File: src/rtl/inst_item_encoder_pkg.sv
// Shared RV32I instruction item types, opcode/funct tables and the item encoder.
// Latency: purely combinational helpers.
// Backpressure: none; used by the encoder top and by any scoreboard.
package inst_item_encoder_pkg;

  localparam int WORD_SIZE = 32;

  typedef logic [4:0]           reg_t;
  typedef logic [WORD_SIZE-1:0] data_t;

  typedef enum logic [6:0] {
    NO_INST = 7'd0,
    LUI, AUIPC, JAL, JALR,
    BEQ, BNE, BLT, BGE, BLTU, BGEU,
    LB, LH, LW, LBU, LHU,
    SB, SH, SW,
    ADDI, SLTI, SLTIU, XORI, ORI, ANDI,
    SLLI, SRLI, SRAI,
    ADD, SUB, SLL, SLT, SLTU, XOR, SRL, SRA, OR, AND,
    FENCE, ECALL, EBREAK,
    CSRRW, CSRRS, CSRRC, CSRRWI, CSRRSI, CSRRCI
  } instruction_t;

  // Base opcodes
  localparam logic [6:0] OPC_LUI    = 7'b0110111;
  localparam logic [6:0] OPC_AUIPC  = 7'b0010111;
  localparam logic [6:0] OPC_JAL    = 7'b1101111;
  localparam logic [6:0] OPC_JALR   = 7'b1100111;
  localparam logic [6:0] OPC_BRANCH = 7'b1100011;
  localparam logic [6:0] OPC_LOAD   = 7'b0000011;
  localparam logic [6:0] OPC_STORE  = 7'b0100011;
  localparam logic [6:0] OPC_OP_IMM = 7'b0010011;
  localparam logic [6:0] OPC_OP     = 7'b0110011;
  localparam logic [6:0] OPC_FENCE  = 7'b0001111;
  localparam logic [6:0] OPC_SYSTEM = 7'b1110011;

  localparam logic [6:0] F7_ZERO = 7'b0000000;
  localparam logic [6:0] F7_ALT  = 7'b0100000;

  // Encoding format: selects operand layout and immediate range rule.
  typedef enum logic [3:0] {
    FMT_NONE, FMT_R, FMT_I, FMT_SH, FMT_S, FMT_B, FMT_U, FMT_J, FMT_CSR, FMT_SYS
  } fmt_t;

  typedef struct packed {
    fmt_t       fmt;
    logic [6:0] opcode;
    logic [2:0] funct3;
    logic [6:0] funct7;
  } op_info_t;

  // Per-instruction format/opcode/funct lookup; unknown values map to FMT_NONE.
  function automatic op_info_t op_info(input logic [6:0] inst);
    op_info_t oi;
    oi = '{fmt: FMT_NONE, opcode: 7'd0, funct3: 3'd0, funct7: F7_ZERO};
    case (inst)
      LUI:    oi = '{FMT_U,   OPC_LUI,    3'd0, F7_ZERO};
      AUIPC:  oi = '{FMT_U,   OPC_AUIPC,  3'd0, F7_ZERO};
      JAL:    oi = '{FMT_J,   OPC_JAL,    3'd0, F7_ZERO};
      JALR:   oi = '{FMT_I,   OPC_JALR,   3'd0, F7_ZERO};
      BEQ:    oi = '{FMT_B,   OPC_BRANCH, 3'd0, F7_ZERO};
      BNE:    oi = '{FMT_B,   OPC_BRANCH, 3'd1, F7_ZERO};
      BLT:    oi = '{FMT_B,   OPC_BRANCH, 3'd4, F7_ZERO};
      BGE:    oi = '{FMT_B,   OPC_BRANCH, 3'd5, F7_ZERO};
      BLTU:   oi = '{FMT_B,   OPC_BRANCH, 3'd6, F7_ZERO};
      BGEU:   oi = '{FMT_B,   OPC_BRANCH, 3'd7, F7_ZERO};
      LB:     oi = '{FMT_I,   OPC_LOAD,   3'd0, F7_ZERO};
      LH:     oi = '{FMT_I,   OPC_LOAD,   3'd1, F7_ZERO};
      LW:     oi = '{FMT_I,   OPC_LOAD,   3'd2, F7_ZERO};
      LBU:    oi = '{FMT_I,   OPC_LOAD,   3'd4, F7_ZERO};
      LHU:    oi = '{FMT_I,   OPC_LOAD,   3'd5, F7_ZERO};
      SB:     oi = '{FMT_S,   OPC_STORE,  3'd0, F7_ZERO};
      SH:     oi = '{FMT_S,   OPC_STORE,  3'd1, F7_ZERO};
      SW:     oi = '{FMT_S,   OPC_STORE,  3'd2, F7_ZERO};
      ADDI:   oi = '{FMT_I,   OPC_OP_IMM, 3'd0, F7_ZERO};
      SLTI:   oi = '{FMT_I,   OPC_OP_IMM, 3'd2, F7_ZERO};
      SLTIU:  oi = '{FMT_I,   OPC_OP_IMM, 3'd3, F7_ZERO};
      XORI:   oi = '{FMT_I,   OPC_OP_IMM, 3'd4, F7_ZERO};
      ORI:    oi = '{FMT_I,   OPC_OP_IMM, 3'd6, F7_ZERO};
      ANDI:   oi = '{FMT_I,   OPC_OP_IMM, 3'd7, F7_ZERO};
      SLLI:   oi = '{FMT_SH,  OPC_OP_IMM, 3'd1, F7_ZERO};
      SRLI:   oi = '{FMT_SH,  OPC_OP_IMM, 3'd5, F7_ZERO};
      SRAI:   oi = '{FMT_SH,  OPC_OP_IMM, 3'd5, F7_ALT};
      ADD:    oi = '{FMT_R,   OPC_OP,     3'd0, F7_ZERO};
      SUB:    oi = '{FMT_R,   OPC_OP,     3'd0, F7_ALT};
      SLL:    oi = '{FMT_R,   OPC_OP,     3'd1, F7_ZERO};
      SLT:    oi = '{FMT_R,   OPC_OP,     3'd2, F7_ZERO};
      SLTU:   oi = '{FMT_R,   OPC_OP,     3'd3, F7_ZERO};
      XOR:    oi = '{FMT_R,   OPC_OP,     3'd4, F7_ZERO};
      SRL:    oi = '{FMT_R,   OPC_OP,     3'd5, F7_ZERO};
      SRA:    oi = '{FMT_R,   OPC_OP,     3'd5, F7_ALT};
      OR:     oi = '{FMT_R,   OPC_OP,     3'd6, F7_ZERO};
      AND:    oi = '{FMT_R,   OPC_OP,     3'd7, F7_ZERO};
      // FENCE fm/pred/succ travel in the 12-bit immediate.
      FENCE:  oi = '{FMT_I,   OPC_FENCE,  3'd0, F7_ZERO};
      // funct7[0] selects the imm[0] bit that distinguishes EBREAK from ECALL.
      ECALL:  oi = '{FMT_SYS, OPC_SYSTEM, 3'd0, 7'd0};
      EBREAK: oi = '{FMT_SYS, OPC_SYSTEM, 3'd0, 7'd1};
      CSRRW:  oi = '{FMT_CSR, OPC_SYSTEM, 3'd1, F7_ZERO};
      CSRRS:  oi = '{FMT_CSR, OPC_SYSTEM, 3'd2, F7_ZERO};
      CSRRC:  oi = '{FMT_CSR, OPC_SYSTEM, 3'd3, F7_ZERO};
      CSRRWI: oi = '{FMT_CSR, OPC_SYSTEM, 3'd5, F7_ZERO};
      CSRRSI: oi = '{FMT_CSR, OPC_SYSTEM, 3'd6, F7_ZERO};
      CSRRCI: oi = '{FMT_CSR, OPC_SYSTEM, 3'd7, F7_ZERO};
      default: ;
    endcase
    return oi;
  endfunction

  // Returns {illegal, word}; illegal items always carry a zero word.
  function automatic logic [WORD_SIZE:0] encode(input logic [6:0] inst, input reg_t rs1,
                                                input reg_t rs2, input reg_t rd, input data_t imm);
    op_info_t oi;
    logic ok;
    data_t w;
    logic i12_ok, b13_ok, j21_ok;
    oi = op_info(inst);
    // Sign-extendable checks: all bits above the top kept bit equal it.
    i12_ok = (imm[31:11] == '0) || (imm[31:11] == '1);
    b13_ok = ((imm[31:12] == '0) || (imm[31:12] == '1)) && !imm[0];
    j21_ok = ((imm[31:20] == '0) || (imm[31:20] == '1)) && !imm[0];
    ok = 1'b1;
    w = '0;
    case (oi.fmt)
      FMT_R:   w = {oi.funct7, rs2, rs1, oi.funct3, rd, oi.opcode};
      FMT_I:   begin ok = i12_ok; w = {imm[11:0], rs1, oi.funct3, rd, oi.opcode}; end
      FMT_SH:  begin ok = (imm[31:5] == '0); w = {oi.funct7, imm[4:0], rs1, oi.funct3, rd, oi.opcode}; end
      FMT_S:   begin ok = i12_ok; w = {imm[11:5], rs2, rs1, oi.funct3, imm[4:0], oi.opcode}; end
      FMT_B:   begin
        ok = b13_ok;
        w = {imm[12], imm[10:5], rs2, rs1, oi.funct3, imm[4:1], imm[11], oi.opcode};
      end
      FMT_U:   begin ok = (imm[11:0] == '0); w = {imm[31:12], rd, oi.opcode}; end
      FMT_J:   begin ok = j21_ok; w = {imm[20], imm[10:1], imm[11], imm[19:12], rd, oi.opcode}; end
      // rs1 doubles as zimm for the immediate CSR forms; layout is identical.
      FMT_CSR: begin ok = (imm[31:12] == '0); w = {imm[11:0], rs1, oi.funct3, rd, oi.opcode}; end
      FMT_SYS: w = {11'd0, oi.funct7[0], 13'd0, oi.opcode};
      default: ok = 1'b0;
    endcase
    return ok ? {1'b0, w} : {1'b1, {WORD_SIZE{1'b0}}};
  endfunction

endpackage

File: src/rtl/inst_item_encoder_sync_fifo.sv
// Generic single-clock FIFO with an extra pointer bit to tell full from empty.
// Latency: a pushed entry is visible at the head one cycle later; no bypass.
// Backpressure: push ignored when full, pop ignored when empty.
module sync_fifo #(
  parameter int WIDTH = 8,
  parameter int DEPTH = 4
) (
  input  logic             clk,
  input  logic             rst,
  input  logic             push,
  input  logic [WIDTH-1:0] push_dat,
  input  logic             pop,
  output logic [WIDTH-1:0] head_dat,
  output logic             full,
  output logic             empty
);
  localparam int AW = $clog2(DEPTH);

  logic [WIDTH-1:0] mem [DEPTH];
  logic [AW:0]      wr_ptr, rd_ptr;
  logic             do_push, do_pop;

  assign do_push  = push && !full;
  assign do_pop   = pop && !empty;
  assign empty    = (wr_ptr == rd_ptr);
  assign full     = (wr_ptr[AW] != rd_ptr[AW]) && (wr_ptr[AW-1:0] == rd_ptr[AW-1:0]);
  assign head_dat = mem[rd_ptr[AW-1:0]];

  // Pointer update; DEPTH is a power of two so natural wrap is correct.
  always_ff @(posedge clk) begin
    if (rst) begin
      wr_ptr <= '0;
      rd_ptr <= '0;
    end else begin
      if (do_push) wr_ptr <= wr_ptr + 1'b1;
      if (do_pop)  rd_ptr <= rd_ptr + 1'b1;
    end
  end

  // Storage write; contents need no reset since the pointers gate visibility.
  always_ff @(posedge clk) begin
    if (do_push) mem[wr_ptr[AW-1:0]] <= push_dat;
  end
endmodule

File: src/rtl/inst_item_encoder.sv
// Encodes instruction items into RV32I words and queues them with an illegal flag.
// Latency: one cycle from acceptance to out_valid when the queue is empty.
// Backpressure: in_ready drops when the queue is full; out side is valid/ready.
module inst_item_encoder
  import inst_item_encoder_pkg::*;
#(
  parameter int DEPTH = 4,
  parameter int CNT_W = 16
) (
  input  logic                 clk,
  input  logic                 rst,
  input  logic                 in_valid,
  output logic                 in_ready,
  input  logic [6:0]           in_instruction,
  input  logic [4:0]           in_rs1,
  input  logic [4:0]           in_rs2,
  input  logic [4:0]           in_rd,
  input  logic [WORD_SIZE-1:0] in_imm,
  output logic                 out_valid,
  input  logic                 out_ready,
  output logic [WORD_SIZE-1:0] out_word,
  output logic                 out_illegal,
  output logic [CNT_W-1:0]     enc_count,
  output logic [CNT_W-1:0]     illegal_count
);
  logic [WORD_SIZE:0] enc_dat, head_dat;
  logic               full, empty, push, pop;

  assign enc_dat   = encode(in_instruction, in_rs1, in_rs2, in_rd, in_imm);
  assign in_ready  = !full;
  assign push      = in_valid && in_ready;
  assign out_valid = !empty;
  assign pop       = out_valid && out_ready;
  // Zero the outputs while empty so stale storage never leaks out.
  assign out_word    = empty ? '0 : head_dat[WORD_SIZE-1:0];
  assign out_illegal = !empty && head_dat[WORD_SIZE];

  sync_fifo #(.WIDTH(WORD_SIZE + 1), .DEPTH(DEPTH)) u_fifo (
    .clk      (clk),
    .rst      (rst),
    .push     (push),
    .push_dat (enc_dat),
    .pop      (pop),
    .head_dat (head_dat),
    .full     (full),
    .empty    (empty)
  );

  // Statistics count output handshakes and wrap naturally.
  always_ff @(posedge clk) begin
    if (rst) begin
      enc_count     <= '0;
      illegal_count <= '0;
    end else if (pop) begin
      enc_count <= enc_count + 1'b1;
      if (out_illegal) illegal_count <= illegal_count + 1'b1;
    end
  end
endmodule

File: config.mk
export PLATFORM = sky130hd
export DESIGN_NAME = inst_item_encoder
export DESIGN_NICKNAME = d
export VERILOG_FILES = /design/src/rtl/inst_item_encoder_pkg.sv /design/src/rtl/inst_item_encoder_sync_fifo.sv /design/src/rtl/inst_item_encoder.sv
export SDC_FILE = /design/constraint.sdc
export NUM_CORES = 1
export LEC_CHECK = 0
export ABC_CLOCK_PERIOD_IN_PS = 4380
export BUFFER_PORTS_ARGS = -buffer_cell sky130_fd_sc_hd__buf_2
export CORE_ASPECT_RATIO = 1.5
export CORE_MARGIN = 2
export CORE_UTILIZATION = 55
export DETAILED_ROUTE_END_ITERATION = 7
export HOLD_SLACK_MARGIN = 0.1
export PLACE_DENSITY_LB_ADDON = 0.12
export SLEW_MARGIN = 20
export SYNTH_ARGS = -nofsm -noshare
export SYNTH_HDL_FRONTEND = slang
export SYNTH_HIERARCHICAL = 1
export SYNTH_SLANG_ARGS = --single-unit
File: constraint.sdc
create_clock -name clk -period 4.38 [get_ports clk]
set_input_delay 0.876 -clock clk [delete_from_list [all_inputs] [get_ports clk]]
set_output_delay 0.876 -clock clk [all_outputs]
set_load 0.05 [all_outputs]
* Word-level counts from Yosys, hierarchy flattened
Memories as Yosys holds them, arrays and structs flattened. A register that Yosys moved wholly into a read port is not among the register bits. Cells that the tools add are included.
Word-level totals: register bits 38, bits in writable memories 132, input bits 58, memories 1
Memory list:
- u_fifo.mem | words 4, width 33, read ports 1, clocked after memory_dff 1, write ports 1, RTL line inst_item_encoder_sync_fifo.sv:19 | logic [WIDTH-1:0] mem [DEPTH];
Operators by class: $add $sub $neg 4, equality and inequality tests 61, multiplexer cells 9, reductions and logical operators 23
Operator list (number):
- one-hot mux 21 bit (46 select lines) | 1
- one-hot mux 32 bit (8 select lines) | 1
- == test 7 x 5 -> 1 bit (second input constant) | 16
- == test 7 x 6 -> 1 bit (second input constant) | 15
- == test 7 x 4 -> 1 bit (second input constant) | 8
- two-way mux 33 bit | 1
- adder 16 x 1 -> 16 bit (second input constant) | 2
- two-way mux 32 bit | 1
- == test 7 x 3 -> 1 bit (second input constant) | 4
- zero test 27 bit | 1
- zero test 12 bit | 2
- == test 21 bit (second input constant) | 1
- zero test 21 bit | 1
- == test 20 bit (second input constant) | 1
- zero test 20 bit | 1
- == test 4 x 3 -> 1 bit (second input constant) | 4
- == test 7 x 2 -> 1 bit (second input constant) | 2
- == test 12 bit (second input constant) | 1
- == test 4 x 2 -> 1 bit (second input constant) | 2
- == test 4 bit (second input constant) | 2
- logical AND 1 bit | 8
- == test 7 x 1 -> 1 bit (second input constant) | 1
- one-hot mux 1 bit (7 select lines) | 1
- adder 3 x 1 -> 3 bit (second input constant) | 2
- 10 further kinds | 18

* Depth between registers and ports, before layout
depth in word-level cells 7, depth in mapped cells 13

* Hierarchy
The synthesis kept the hierarchy.
By module, submodules not included:
- sync_fifo | times used 1, cells each 241, area each 5335.1 um2, sequential area each 4124.0 um2
- inst_item_encoder | times used 1, cells each 457, area each 3301.9 um2, sequential area each 640.6 um2

* Worst setup path before layout
No wires, ideal clock.
path type input to register, start in in_valid, end mem u_fifo/mem[3][0] in the netlist's numbering, enable pin, setup time 0.443 ns, data arrival time 2.999 ns, required time 3.937 ns, setup slack 0.938 ns, cell stages on the path 3, path through nor2b_1 > nand2_1 > a31oi_1
Between the ends: word-level cells in the longest chain between the ends 4
Ends and longest elaborated chain:
- from (decl) | RTL line inst_item_encoder.sv:12 | input logic in_valid,
- logical AND 1 bit | RTL line inst_item_encoder.sv:31 | assign push = in_valid && in_ready;
- logical AND 1 bit | RTL line inst_item_encoder_sync_fifo.sv:23 | assign do_push = push && !full;
- two-way mux 1 bit | RTL line inst_item_encoder_sync_fifo.sv:42 | if (do_push) mem[wr_ptr[AW-1:0]] <= push_dat;
- two-way mux 1 bit (implied by the code) | RTL line inst_item_encoder_sync_fifo.sv:42
- to (decl) | RTL line inst_item_encoder_sync_fifo.sv:19
Every way passes these cells.

* Worst setup path after layout
start in in_instruction[2], end mem u_fifo/mem[3][26] in the netlist's numbering (data pin)
Between the ends: word-level cells in the longest chain between the ends 6
Ends and longest elaborated chain:
- from (decl) | RTL line inst_item_encoder.sv:14 | input logic [6:0] in_instruction,
- == test 7 x 6 -> 1 bit (tied with other cells) | RTL line inst_item_encoder_pkg.sv:56 | case (inst)
- one-hot mux 21 bit (46 select lines) * | RTL line inst_item_encoder_pkg.sv:56
- == test 4 bit (tied with other cells) | RTL line inst_item_encoder_pkg.sv:124 | case (oi.fmt)
- OR reduction 2 bit (no source line)
- one-hot mux 32 bit (8 select lines) / one-hot mux 1 bit (7 select lines) (equally long branches) | RTL line inst_item_encoder_pkg.sv:124
- two-way mux 33 bit * | RTL line inst_item_encoder_pkg.sv:140 | return ok ? {1'b0, w} : {1'b1, {WORD_SIZE{1'b0}}};
- net enc_dat[26] | RTL line inst_item_encoder.sv:26 | logic [WORD_SIZE:0] enc_dat, head_dat;
Mark *: on every way through the listed nets, which the timed path passes. The rest lies on a longest branch.

==> results.ini <==
[power]
p_seq_share_pct=38.5
total_leakage_power_nw=3.543
clock_power_share_pct=27.4
p_comb_share_pct=34.2
power.share.switching_pct=39.26
cell_internal_pwr_mw=3.265
net-switching-power_mw=2.110
power_per_cell_area_nw_per_um2=537.4
worst_ir_drop_vdd_mv=0.3318

[synth]
synth_async_sr_flop_share_pct=0
yosysUniqueCellTypes=71
ys_ff_latch=172
yosys-top-cells-area=sky130_fd_sc_hd__edfxtp_1, sky130_fd_sc_hd__dfxtp_1, sky130_fd_sc_hd__mux4_2, sky130_fd_sc_hd__nor2b_1, sky130_fd_sc_hd__nor2_1
synth_warnings=6
synth_fp_nets=763
synth_sequential_area_ratio_pct=55.16
dominantRegCellSynth=sky130_fd_sc_hd__edfxtp_1
number_of_flops_mapped_to_enable_cells_by_yosys=132
syn_avg_cell_area_sq_um=12.37
netlist_area_sq_um=8637
synthDominantCellAreaShare_pct=45.89
postSynthCellCount=698
synth.largest_area_cell=sky130_fd_sc_hd__edfxtp_1

[clocking]
cts_inserted_buffers=17
cts_hold_buffers=0
ctsHtreeMaxLevel=4
worst_setup_hold_path_clk_slew_ns=0.08
clock_tree.buffer_depth=2
cts_sinks=172
tritoncts_clock_tree=yes
worst_skew_pair.late_latency_ns=0.43
post_cts_resize_count=0
postCtsSetupRepairBufs=0
clockRootBuffer=sky130_fd_sc_hd__clkbuf_16

[finish]
final_cell_mix=sky130_fd_sc_hd__edfxtp_1, sky130_fd_sc_hd__buf_2, sky130_fd_sc_hd__nor2_1
finalNonFillerCells=1024
filler_cells=1196
post-route-cell-area_sq_um=10000
antennaDiodeCount=0
finalNetCount=873
mostFrequentLayoutCell=sky130_fd_sc_hd__edfxtp_1
drive_gt1_share_pct=26.80
area.growth.synth_to_final_pct=15.82

[route]
dr.pass1.iters=6
drt.antenna.violating_nets=0
post_drt_via_cell_ratio=6.109
dr_total_vias=6256
routed_wire_length_microns=21110
drt-initial-drc-count=488
post-route-drc-count=0
drt-wirelength-per-cell_microns=20.62

[global_routing]
number_of_antenna_violations_at_the_first_check_in_global_routing=0
grt_pass1_vias=6212
grt.overflow.total=0
first_pass_grt_wire_length_microns=33190
pin_count_of_the_biggest_net_entering_global_routing=43
groute.usage.overall_pct=26.02

[sta]
fmaxAchievable_mhz=279.2
period_needed_ns=3.582
period_share_pct=81.77
maxSlewHeadroom_pct=42.91
setup_viol_count_final=0
setup_tns_ns=0
rsz0062_at_grt=false
hold_violations=0
finalClockSkew_ns=0.01865
timing_worst_slew_pin_value_ns=0.8491
slew_violations=0

[floorplan]
die_y_microns=157.5
initial_utilization_pct=55.78
num_rows=56
die_width_microns=106.3
io_pins=125
floorplan.core_area_sq_um=15480
floorplan.die_area_sq_um=16740

[worst_hold_path]
kind_of_path_behind_the_tightest_hold_check=reg -> reg
timing.hold.worst.start=illegal_count[7]$_SDFFE_PP0P_
hold_path_depth=2
holdPathEnd=illegal_count[7]$_SDFFE_PP0P_

[placed_design]
dp_hpwl_microns=15150
place.port_buffers=124
post_dp_cell_area_sq_um=9400
place_congestion=0.9885
post-place-cells=992

[run]
max_cap_violations=0

[setup_path]
critical_path.endpoint_type=register
r2r_slack_ns=0.88
worst-setup-path-type=in -> reg
crit-reg2reg-launch=u_fifo/wr_ptr[1]$_SDFFE_PP0P_
critical_path.startpoint_type=input pin
cp_num_buf_inv=2
critPathRequiredTime_ns=4.50
critical_path_fanouts_max=28
crit-reg2reg-capture=illegal_count[9]$_SDFFE_PP0P_
critical-path-max-stage-delay_ns=0.60
cpLargestDelayFamily=simple AND/OR/NAND/NOR gates
critical_path.cell_chain=buf_2, or4b_1, a41oi_2, o31a_1, mux2i_1, a21oi_2, buf_12, nor4_1
arrival_ns=3.70
r2r.worst_path.cells=10
critical_path.slowest_cell=sky130_fd_sc_hd__nor4_1

[status]
run_status=completed

tightest hold or removal path, cell delays in order, from the launching register on:
cell	delay, ns
sky130_fd_sc_hd__dfxtp_1	0.33
sky130_fd_sc_hd__o21ai_0	0.07
sky130_fd_sc_hd__a21oi_1	0.06
worst max path at each step:
stage	start	end	cells past startpoint	slack (ns)
2_1_floorplan	in_valid	u_fifo/mem[3][0]$_DFFE_PP_	3	0.94
3_3_place_gp	in_instruction[2]	u_fifo/mem[0][22]$_DFFE_PP_	8	0.66
3_5_place_dp	in_instruction[2]	u_fifo/mem[3][28]$_DFFE_PP_	8	0.41
4_1_cts	in_instruction[2]	u_fifo/mem[3][28]$_DFFE_PP_	8	0.87
5_1_grt	u_fifo/wr_ptr[2]$_SDFFE_PP0P_	illegal_count[9]$_SDFFE_PP0P_	9	0.57
6_report	in_instruction[2]	u_fifo/mem[3][26]$_DFFE_PP_	8	0.80
area by class of cell:
class                           instances  area [sq um]  area share (%)
Clock inverter                         15         177.7           1.776
Timing Repair Buffer                  137         730.7           7.305
Clock buffer                           17         425.4           4.253
Sequential cell                       172          4766           47.64
Tap cell                              203         254.0           2.539
Multi-Input combinational cell        468          3605           36.04
Inverter                               12         45.04          0.4503
state kept, by name (all words and copies together), names as in the netlist, named ones only:
| register | flops |
|---|---|
| enc_count | 16 |
| illegal_count | 16 |
| u_fifo/rd_ptr | 3 |
| u_fifo/mem | 132 |
| u_fifo/wr_ptr | 3 |
power by group through the flow:
stage	clock network, mW	logic [mW]	registers (mW)
6_report	1.47	1.84	2.07
5_1_grt	1.56	1.95	2.09
4_1_cts	1.49	1.85	2.07
3_5_place_dp	0	1.84	2.11
3_3_place_gp	0	1.83	2.09
2_1_floorplan	0	1.36	2.10
cell families (layout without fill, tap and decap cells):
kind of cell             Yosys count  count (layout)  share of synthesized area, %
adder cells (fa/ha/maj)            8               8                         1.130
XOR/XNOR                          38              38                         3.853
AO/OA/AOI/OAI                    131             131                         11.10
AND/OR/NAND/NOR                  248             248                         15.59
buffers and inverters             58             181                         3.390
flip-flops                       172             172                         55.16
multiplexers                      43              43                         9.778
synth_stat cells, drive strengths merged, types with 16 or more instances:
cell type	n
a211oi	21
a21oi	20
buf	28
clkbuf	18
dfxtp	40
edfxtp	132
mux4	33
nand2	36
nand3	16
nand4	18
nor2	53
nor2b	41
nor3	17
nor4	16
o21ai	21
xnor2	19
xor2	19
stage by stage:
stage	util (%)	total power, mW	setup WS (ns)	hold WS (ns)
2_1_floorplan	-	3.455	0.9381	0.4938
3_3_place_gp	60.71	3.922	0.6584	0.4827
3_5_place_dp	60.71	3.946	0.4067	0.4985
4_1_cts	64.60	5.413	0.8739	0.5098
5_1_grt	64.60	5.597	0.5689	0.5432
6_report	64.60	5.376	0.7983	0.5040
metal layers:
layer,wire length (microns),share of wire (%),up-vias,global-route usage [%]
met3,1053,5.0,48,3.561
li1,-,-,2926,-
met4,894,4.2,0,13.53
met1,8355,40,3033,32.11
met2,10810,51,249,44.54
met5,0,0,-,0
No activity file was read; power rests on OpenSTA's default activity.
